[src/rtl/final_state_array.sv]
`default_nettype none
// ============================================================================
//  Module   : final_state_array
//  Purpose  : Array of NUM_CH independent channel FSMs (IDLE/BUSY/DONE/ERR)
//             with a per-channel BUSY timeout and an aggregate done pulse
//             over the masked channels.
//  Ports    : clk, rst_n (async, active-low)
//             start_i, done_i, clr_i, mask_i  [NUM_CH]  per-channel controls
//             idle_o      all channels IDLE
//             done_o      one-cycle pulse on rise of aggregate done
//             ch_busy_o / ch_done_o / ch_err_o [NUM_CH] state decodes
//             done_cnt_o  number of channels in DONE (mask ignored)
//  Revision : 1.0  initial release
// ============================================================================
module final_state_array #(
   parameter int NUM_CH  = 4,
   parameter int TO_W    = 16,
   parameter int TIMEOUT = 1000
) (
   input  logic                         clk,
   input  logic                         rst_n,
   input  logic [NUM_CH-1:0]            start_i,
   input  logic [NUM_CH-1:0]            done_i,
   input  logic [NUM_CH-1:0]            clr_i,
   input  logic [NUM_CH-1:0]            mask_i,
   output logic                         idle_o,
   output logic                         done_o,
   output logic [NUM_CH-1:0]            ch_busy_o,
   output logic [NUM_CH-1:0]            ch_done_o,
   output logic [NUM_CH-1:0]            ch_err_o,
   output logic [$clog2(NUM_CH+1)-1:0]  done_cnt_o
);

   localparam int CNT_W = $clog2(NUM_CH+1);

   // Terminal timer value; unused when TIMEOUT is 0 (timeout disabled).
   localparam logic [TO_W-1:0] TO_LAST = (TIMEOUT == 0) ? '0 : TO_W'(TIMEOUT - 1);
   localparam logic            TO_EN   = (TIMEOUT != 0);

   typedef enum logic [1:0] {
      S_IDLE = 2'd0,
      S_BUSY = 2'd1,
      S_DONE = 2'd2,
      S_ERR  = 2'd3
   } state_t;

   logic [NUM_CH-1:0] ch_idle;

   generate
      for (genvar g = 0; g < NUM_CH; g++) begin : g_ch
         state_t          state, next_state;
         logic [TO_W-1:0] timer, timer_next;
         logic            timeout_hit;

         assign timeout_hit = TO_EN && (timer == TO_LAST);

         always_ff @(posedge clk or negedge rst_n) begin
            if (!rst_n) begin
               state <= S_IDLE;
               timer <= '0;
            end else begin
               state <= next_state;
               timer <= timer_next;
            end
         end

         always_comb begin
            next_state = state;
            timer_next = timer;
            unique case (state)
               S_IDLE: begin
                  if (start_i[g] && !clr_i[g]) begin
                     next_state = S_BUSY;
                     timer_next = '0;
                  end
               end
               S_BUSY: begin
                  // done wins over a coincident timeout hit
                  if (clr_i[g])          next_state = S_IDLE;
                  else if (done_i[g])    next_state = S_DONE;
                  else if (timeout_hit)  next_state = S_ERR;
                  else                   timer_next = timer + 1'b1;
               end
               S_DONE: begin
                  if (clr_i[g]) begin
                     next_state = S_IDLE;
                  end else if (start_i[g]) begin
                     next_state = S_BUSY;
                     timer_next = '0;
                  end
               end
               S_ERR: begin
                  if (clr_i[g]) next_state = S_IDLE;
               end
               default: next_state = S_IDLE;
            endcase
         end

         assign ch_idle[g]   = (state == S_IDLE);
         assign ch_busy_o[g] = (state == S_BUSY);
         assign ch_done_o[g] = (state == S_DONE);
         assign ch_err_o[g]  = (state == S_ERR);
      end
   endgenerate

   assign idle_o = &ch_idle;

   always_comb begin
      done_cnt_o = '0;
      for (int i = 0; i < NUM_CH; i++) begin
         done_cnt_o = done_cnt_o + CNT_W'(ch_done_o[i]);
      end
   end

   // Aggregate done: an empty mask never counts as done.
   logic all_done, all_done_reg;

   assign all_done = (mask_i != '0) && ((ch_done_o & mask_i) == mask_i);

   always_ff @(posedge clk or negedge rst_n) begin
      if (!rst_n) all_done_reg <= 1'b0;
      else        all_done_reg <= all_done;
   end

   // Combinational rise detect so a mask change pulses in the same cycle.
   assign done_o = all_done & ~all_done_reg;

endmodule
`default_nettype wire

[config.mk]
export PLATFORM = sky130hd
export DESIGN_NAME = final_state_array
export DESIGN_NICKNAME = d
export VERILOG_FILES = /design/src/rtl/final_state_array.sv
export SDC_FILE = /design/constraint.sdc
export NUM_CORES = 1
export LEC_CHECK = 0
export CAP_MARGIN = 10
export CORE_UTILIZATION = 35
export CTS_BUF_LIST = sky130_fd_sc_hd__clkbuf_4 sky130_fd_sc_hd__clkbuf_8
export CTS_CLUSTER_DIAMETER = 80
export DETAILED_ROUTE_END_ITERATION = 10
export DONT_BUFFER_PORTS = 1
export PLACE_DENSITY_LB_ADDON = 0.3
export SYNTH_ARGS = -nofsm -noshare
export SYNTH_HDL_FRONTEND = slang
export SYNTH_SLANG_ARGS = --single-unit
export TNS_END_PERCENT = 100
[constraint.sdc]
create_clock -name clk -period 2.5 [get_ports clk]
set_clock_uncertainty 0.05 [all_clocks]
set_input_delay 0.25 -clock clk [delete_from_list [all_inputs] [get_ports clk]]
set_output_delay 0.25 -clock clk [all_outputs]
set_load 0.01 [all_outputs]
==> flow_metrics.py <==
metrics = {
    "timing": {
        "slew_violations": 0,
        "fin_crit_sh_pct": 96.1,
        "period_needed_ps": 2400,
        "setup_viol": 0,
        "final.setup.tns_ps": 0,
        "tightest_slew_ps": 584,
        "layout_setup_ws_ps": 96.7,
        "hold_violations": 0,
        "max_freq_ghz": 0.416,
        "maxSlewHeadroom_pct": 60.9,
        "rsz0062_at_grt": "no",
        "hold_ws_ps": 15.2,
    },
    "status": {
        "outcome": "completed",
    },
    "flow_run": {
        "max_cap_viol_count": 0,
    },
    "cells_and_area": {
        "nets": 530,
        "area_growth_pct": 14.0,
        "layout_commonest_cell": "o21ai_0",
        "stdcell_area_um2": 4710,
        "post-route-util_pct": 41.1,
        "most-common-layout-cells": "73 x o21ai_0, 70 x dfrtp_1, 43 x nand2_1",
        "final_layout_size_suffix_gt1_share_pct": 8.45,
        "diodes": 0,
        "largest_reg_flops": 64,
    },
    "worst_setup_path": {
        "cpMostUsedCell": "ha_1",
        "end_kind": "primary output",
        "cp_max_fo": 9,
        "crit_type": "reg -> out",
        "cp_slowest_cell": "fa_1",
        "cp_slowest_stage_delay_ps": 520,
        "crit_required_ps": 2200,
        "path_cells": "nand2b_1 -> fa_1 -> inv_1 -> ha_1 -> ha_1",
        "crit_arrival_ps": 2100,
        "cp-start-kind": "flip-flop",
    },
    "synthesis": {
        "netlist_area_um2": 4130,
        "ys_ff_latch": 73,
        "synth-edff-count": 0,
        "synth_top_area_cell": "dfrtp_1",
        "synthCells": 485,
        "synthFlopType": "dfrtp_1",
        "synth_area_leaders": "dfrtp_1 44%, o21ai_0 8.8%, o31ai_1 4.2%",
        "synth_cell_types": 53,
        "ys_async_sr_fraction_pct": 100,
        "synthesis.nets": 510,
        "synth_top_area_share_pct": 44.2,
        "syn_avg_cell_area_um2": 8.51,
        "ys_seq_area_share_pct": 44.2,
        "yosys_warnings": 0,
    },
    "die": {
        "die_area_um2": 12200,
        "core_area_um2": 11500,
        "fp-row-count": 39,
        "start_util_pct": 36.0,
        "die_x_um": 111,
        "die_y_um": 111,
        "ios": 35,
    },
    "power_and_ir_drop": {
        "combPwrFrac_pct": 11.0,
        "vdd_drop_max_mv": 0.314,
        "p_seq_share_pct": 48.3,
        "switching_share_pct": 25.6,
        "switching_power_uw": 665,
        "p_leak_uw": 0.00197,
        "p_int_uw": 1930,
        "cellPowerDensity_nw_per_um2": 551,
        "p_clk_share_pct": 40.7,
    },
    "placement": {
        "post-place-ws_ps": 307,
        "gp_congestion": 0.861,
        "dpl_cell_area_um2": 4330,
        "dp_hpwl_um": 6940,
        "io_buffers": 0,
    },
    "global_routing": {
        "grtUsageTotal_pct": 17.8,
        "grt_overflow": 0,
        "grt_pass1_vias": 3590,
        "grt_pass1_wl_um": 17600,
        "antenna_found_initial": 0,
        "grt_max_degree": 74,
    },
    "cts": {
        "cts_sinks": 73,
        "path_clk_slew_ps": 70,
        "h-tree-depth": 3,
        "clockRootBuffer": "clkbuf_8",
        "cts_buffer_depth": 2,
        "cts_buffers": 9,
        "cts_tree": "yes",
        "clk_latency_ps": 360,
    },
    "drt": {
        "vias_per_cell": 5.86,
        "first_iter_violations": 223,
        "drt-pass1-iter-count": 5,
        "vias": 3820,
        "drc": 0,
        "routedWlPerCell_um": 15.8,
        "detail-route-antenna-nets": 0,
        "wl_um": 10300,
    },
    "min_path": {
        "hold_class": "in -> reg",
    },
}
power by group through the flow:
stage	Sequential, uW	Combinational, uW	Clock, uW
2_1_floorplan	1270	176	0
3_5_place_dp	1280	231	0
6_report	1250	285	1060
5_1_grt	1260	326	1130
4_1_cts	1260	278	1090
3_3_place_gp	1280	226	0
cell families after synthesis:
family	synth area share, %
buffers and inverters	4.00
DFF	44.2
AOI/OAI and AO/OA	23.5
and+or+nand+nor	26.0
adders and majority gates	2.30
final cells by class:
type                    count  area [um^2]
fillers                  1123         6760
multi-input cells         371         2150
flip-flops and latches     73         1830
repair buffers             27          245
well taps                 143          179
clock buffers              12          153
inverters                  23         86.3
clock inverters             3         65.1
final timing paths:
| kind | startpoint | end | slack (ps) | cells after the start |
|---|---|---|---|---|
| max | g_ch[3].state[0] | done_cnt_o[1] | 100 | 5 |
| min | start_i[1] | g_ch[1].state[1] | 20 | 2 |
| max reg2reg | g_ch[3].timer[11] | g_ch[3].timer[11] | 250 | 6 |
| min reg2reg | g_ch[0].timer[7] | g_ch[0].timer[7] | 440 | 1 |
| max in group asynchronous | rst_n | g_ch[0].state[0] | 1660 | 2 |
| min in group asynchronous | rst_n | g_ch[1].timer[14] | 410 | 2 |
per-stage QoR:
| step | cells | total power (uW) |
|---|---|---|
| CTS | 648 | 2620 |
| finish | 652 | 2600 |
| global placement | 623 | 1500 |
| global route | 652 | 2720 |
| floorplan | 485 | 1440 |
| detailed placement | 623 | 1510 |
worst max-delay path, delay by kind of cell, from the launching register on:
family	cells	cell delay [ps]
adder cells (fa/ha/maj)	3	1010
buffers and inverters	1	40
flip-flops	1	470
AND/OR/NAND/NOR	1	230
per-layer routing:
metal	share of wire, %	vias up	wire length (um)	GRT usage, %
li1	-	1853	-	-
met1	45	1857	4690	23.4
met2	49	95	5020	28.4
met3	4.1	15	425	4.17
met4	1.8	0	184	6.49
met5	0	-	0	0
cell usage after synthesis, drive strengths merged, types with 7 or more instances:
cell,instances
a21oi,27
a31oi,14
and2,13
clkbuf,15
dfrtp,73
inv,21
nand2,43
nand2b,12
nand3,29
nand4,20
nor2,33
nor3,7
o21ai,76
o31ai,23
or3,8
or4,9
timing repair:
item,CTS,global route
gates resized for setup,2,5
buffers inserted,0,4
hold endpoints to repair,81,0
hold buffers,10,0
endpoints found under the setup margin,1,2
(Power assumes the default switching activity.)
==> RTL edit, RTL diff (same flow settings) <==
Encoding of `state_t`: now one-hot (4 bits for 4 states).
--- a/src/rtl/final_state_array.sv
+++ b/src/rtl/final_state_array.sv
@@ -39,7 +39,7 @@
 
-   typedef enum logic [1:0] {
-      S_IDLE = 2'd0,
-      S_BUSY = 2'd1,
-      S_DONE = 2'd2,
-      S_ERR  = 2'd3
+   typedef enum logic [3:0] {
+      S_IDLE = 4'b0001,
+      S_BUSY = 4'b0010,
+      S_DONE = 4'b0100,
+      S_ERR  = 4'b1000
    } state_t;
Formal check against the unedited RTL: same outputs for any inputs over 4 cycles, from zero or initial values and one cycle with rst_n low; so few cycles prove little.
==> RTL edit against the original RTL <==
- the run now ends with setup timing left
- critical endpoint unchanged
- synthesized area rose by 14%
- worst setup slack worse by 0.16 ns
- non-clock buffer count rose by 16
- largest cell class unchanged
- hold slack worse by 0.0062 ns
- sequential cell count grew 8
- final area grew 16%
- synthesized cell count grew 15%
- wire length up 16%
Power is not compared: it rests on default switching activity, and its combinational part moved more than twofold at a synthesized area within 25%.
==> RTL edit: results (changes against the original RTL) <==
Yosys
  • Leading cell types by count after synthesis: dfrtp_1 (77), o21ai_0 (76), nand2_1 (54)
  • Sequential-to-total area share from yosys stat: 43.1% (-1.1 points)
  • Yosys cell types: 57 (+7.5%)
  • Syn nets: 583 (+14%)
  • Top area cells in the synthesized netlist: dfrtp_1 (41%), o21ai_0 (8.1%), nand2_1 (4.3%)

Worst setup path
  • FF-to-FF path depth: 6 (unchanged)
  • CP Launch Point: g_ch[1].state[0]$_DFFE_PN1P_
  • Reg2Reg Setup Slack: 0.13 ns (-0.12 ns)
  • R2R Path Start: g_ch[0].timer[0]$_DFFE_PN0P_
  • Worst EP arrival: 2.27 ns (+0.17 ns)
  • Worst-path maximum fanout: 2 (-7)
  • FF-to-FF End: g_ch[0].timer[4]$_DFFE_PN0P_
  • Critical path destination: done_cnt_o[1]

Run status
  • Status: complete, but fails checks
  • Violated checks: setup timing

Placement
  • Hpwl dp: 8320 um (+20%)
  • Post-DP Area: 5110 um^2 (+18%)
  • GPL Wtd Cong: 0.812 (-5.7%)
  • Pre-CTS WS: 0.102 ns (-0.205 ns)

Layout
  • Layout fillers: 1312 (+17%)
  • Proportion of layout cells with a drive suffix above 1: 12.3% (+3.8 points)
  • Diode count: 0 (unchanged)
  • FF+latch area: 2030 um^2 (+11%)
  • Max reg flops: 64 (unchanged)
  • NumNets Final: 614 (+16%)

Worst hold path
  • Min-Delay Path Class: in2reg
  • Hold path start: done_i[0]
  • Hold Path End: g_ch[0].state[2]$_DFFE_PN0P_

Route
  • DR iter-0 viols: 215 (-3.6%)
  • Total Routed Length: 11900 um (+16%)
  • Post-Route M1 WL: 5820 um (+24%)
  • Via count: 4382 (+15%)
  • Number of iterations in the first detailed-routing pass: 6 (+1)
  • Wire length on met3: 634 um (+49%)
  • Metal2 WL: 5270 um (+4.9%)

Global route
  • Largest net degree at the start of global routing: 82 (+11%)
  • First-pass GRT wire length: 20000 um (+14%)
  • GR Util All Layers: 17.8% (+0.037 points)
  • Met2 GRT Util: 26.6% (-1.9 points)
  • Vias in the first global route: 4096 (+14%)
  • Met3 Use GR: 4.02% (-0.15 points)
  • M1 GR Usage: 24.5% (+1.1 points)
  • Antenna violations before repair: 0 (unchanged)

STA
  • Slew HR: 51.9% (-9.0 points)
  • Setup WS post-layout: -0.0674 ns (-0.164 ns)
  • Final setup fails: 1 (+1)

Pwr
  • Static Leak: 2.29 nW

Clocking
  • Clk_lat worst skew: 0.36 ns (about the same)
  • Clock-pin slew on the worst setup and hold paths: 0.09 ns (+0.02 ns)
## RTL edit: cell count changes after synthesis, sizes merged, moves of 5 or more
cell	delta
nor2	+14
clkbuf	+5
o31ai	-15
nand2	+11
a21oi	+9
and2	-7
a31oi	+10
nor3	+12
## RTL edit: repair_timing
action | in CTS | in global routing
endpoints found under the setup margin | 4 | 3
resized for setup | 6 | 2
hold endpoints to repair | 88 | 0
hold buffers | 7 | 0
## RTL edit: area by class of cell
type	instances	area share (%)
multi-input combinational	435	46.6
sequential	81	37.1
timing repair buffer	43	6.53
tap	176	4.02
clock buffer	11	2.65
clock inverter	5	1.87
inverter	19	1.30
## RTL edit: through the flow
step                TNS, ns  instances  hold slack [ns]
floorplan                 0        558          -0.0956
global placement          0        747          -0.0928
detailed placement        0        747          -0.0931
CTS                 -0.0766        770         0.000836
global route         -0.150        770           0.0100
finish              -0.0674        770          0.00896
## RTL edit: power groups by stage
stage,Combinational (mW),Clock (mW),Sequential (mW)
6_report,0.589,1.20,1.43
5_1_grt,0.657,1.28,1.44
4_1_cts,0.585,1.23,1.42
3_5_place_dp,0.541,0,1.44
3_3_place_gp,0.533,0,1.44
2_1_floorplan,0.349,0,1.43
## RTL edit: worst max-delay path, cell delays in order, from the launching register on
cell and delay, ns:
dfstp_2 0.38, or4b_4 0.55, inv_2 0.07, fa_1 0.44
ha_4 0.19, ha_4 0.28
## RTL edit: logic make-up (layout without fill, tap and decap cells)
kind of cell	after synthesis	after routing	share of synthesized area [%]
adder cells (fa/ha/maj)	7	7	2.02
XOR/XNOR	3	3	0.558
flip-flops	81	81	43.1
multiplexers	1	1	0.213
buffers and inverters	42	78	3.59
AND/OR/NAND/NOR	247	247	28.2
AO/OA/AOI/OAI	177	177	22.3
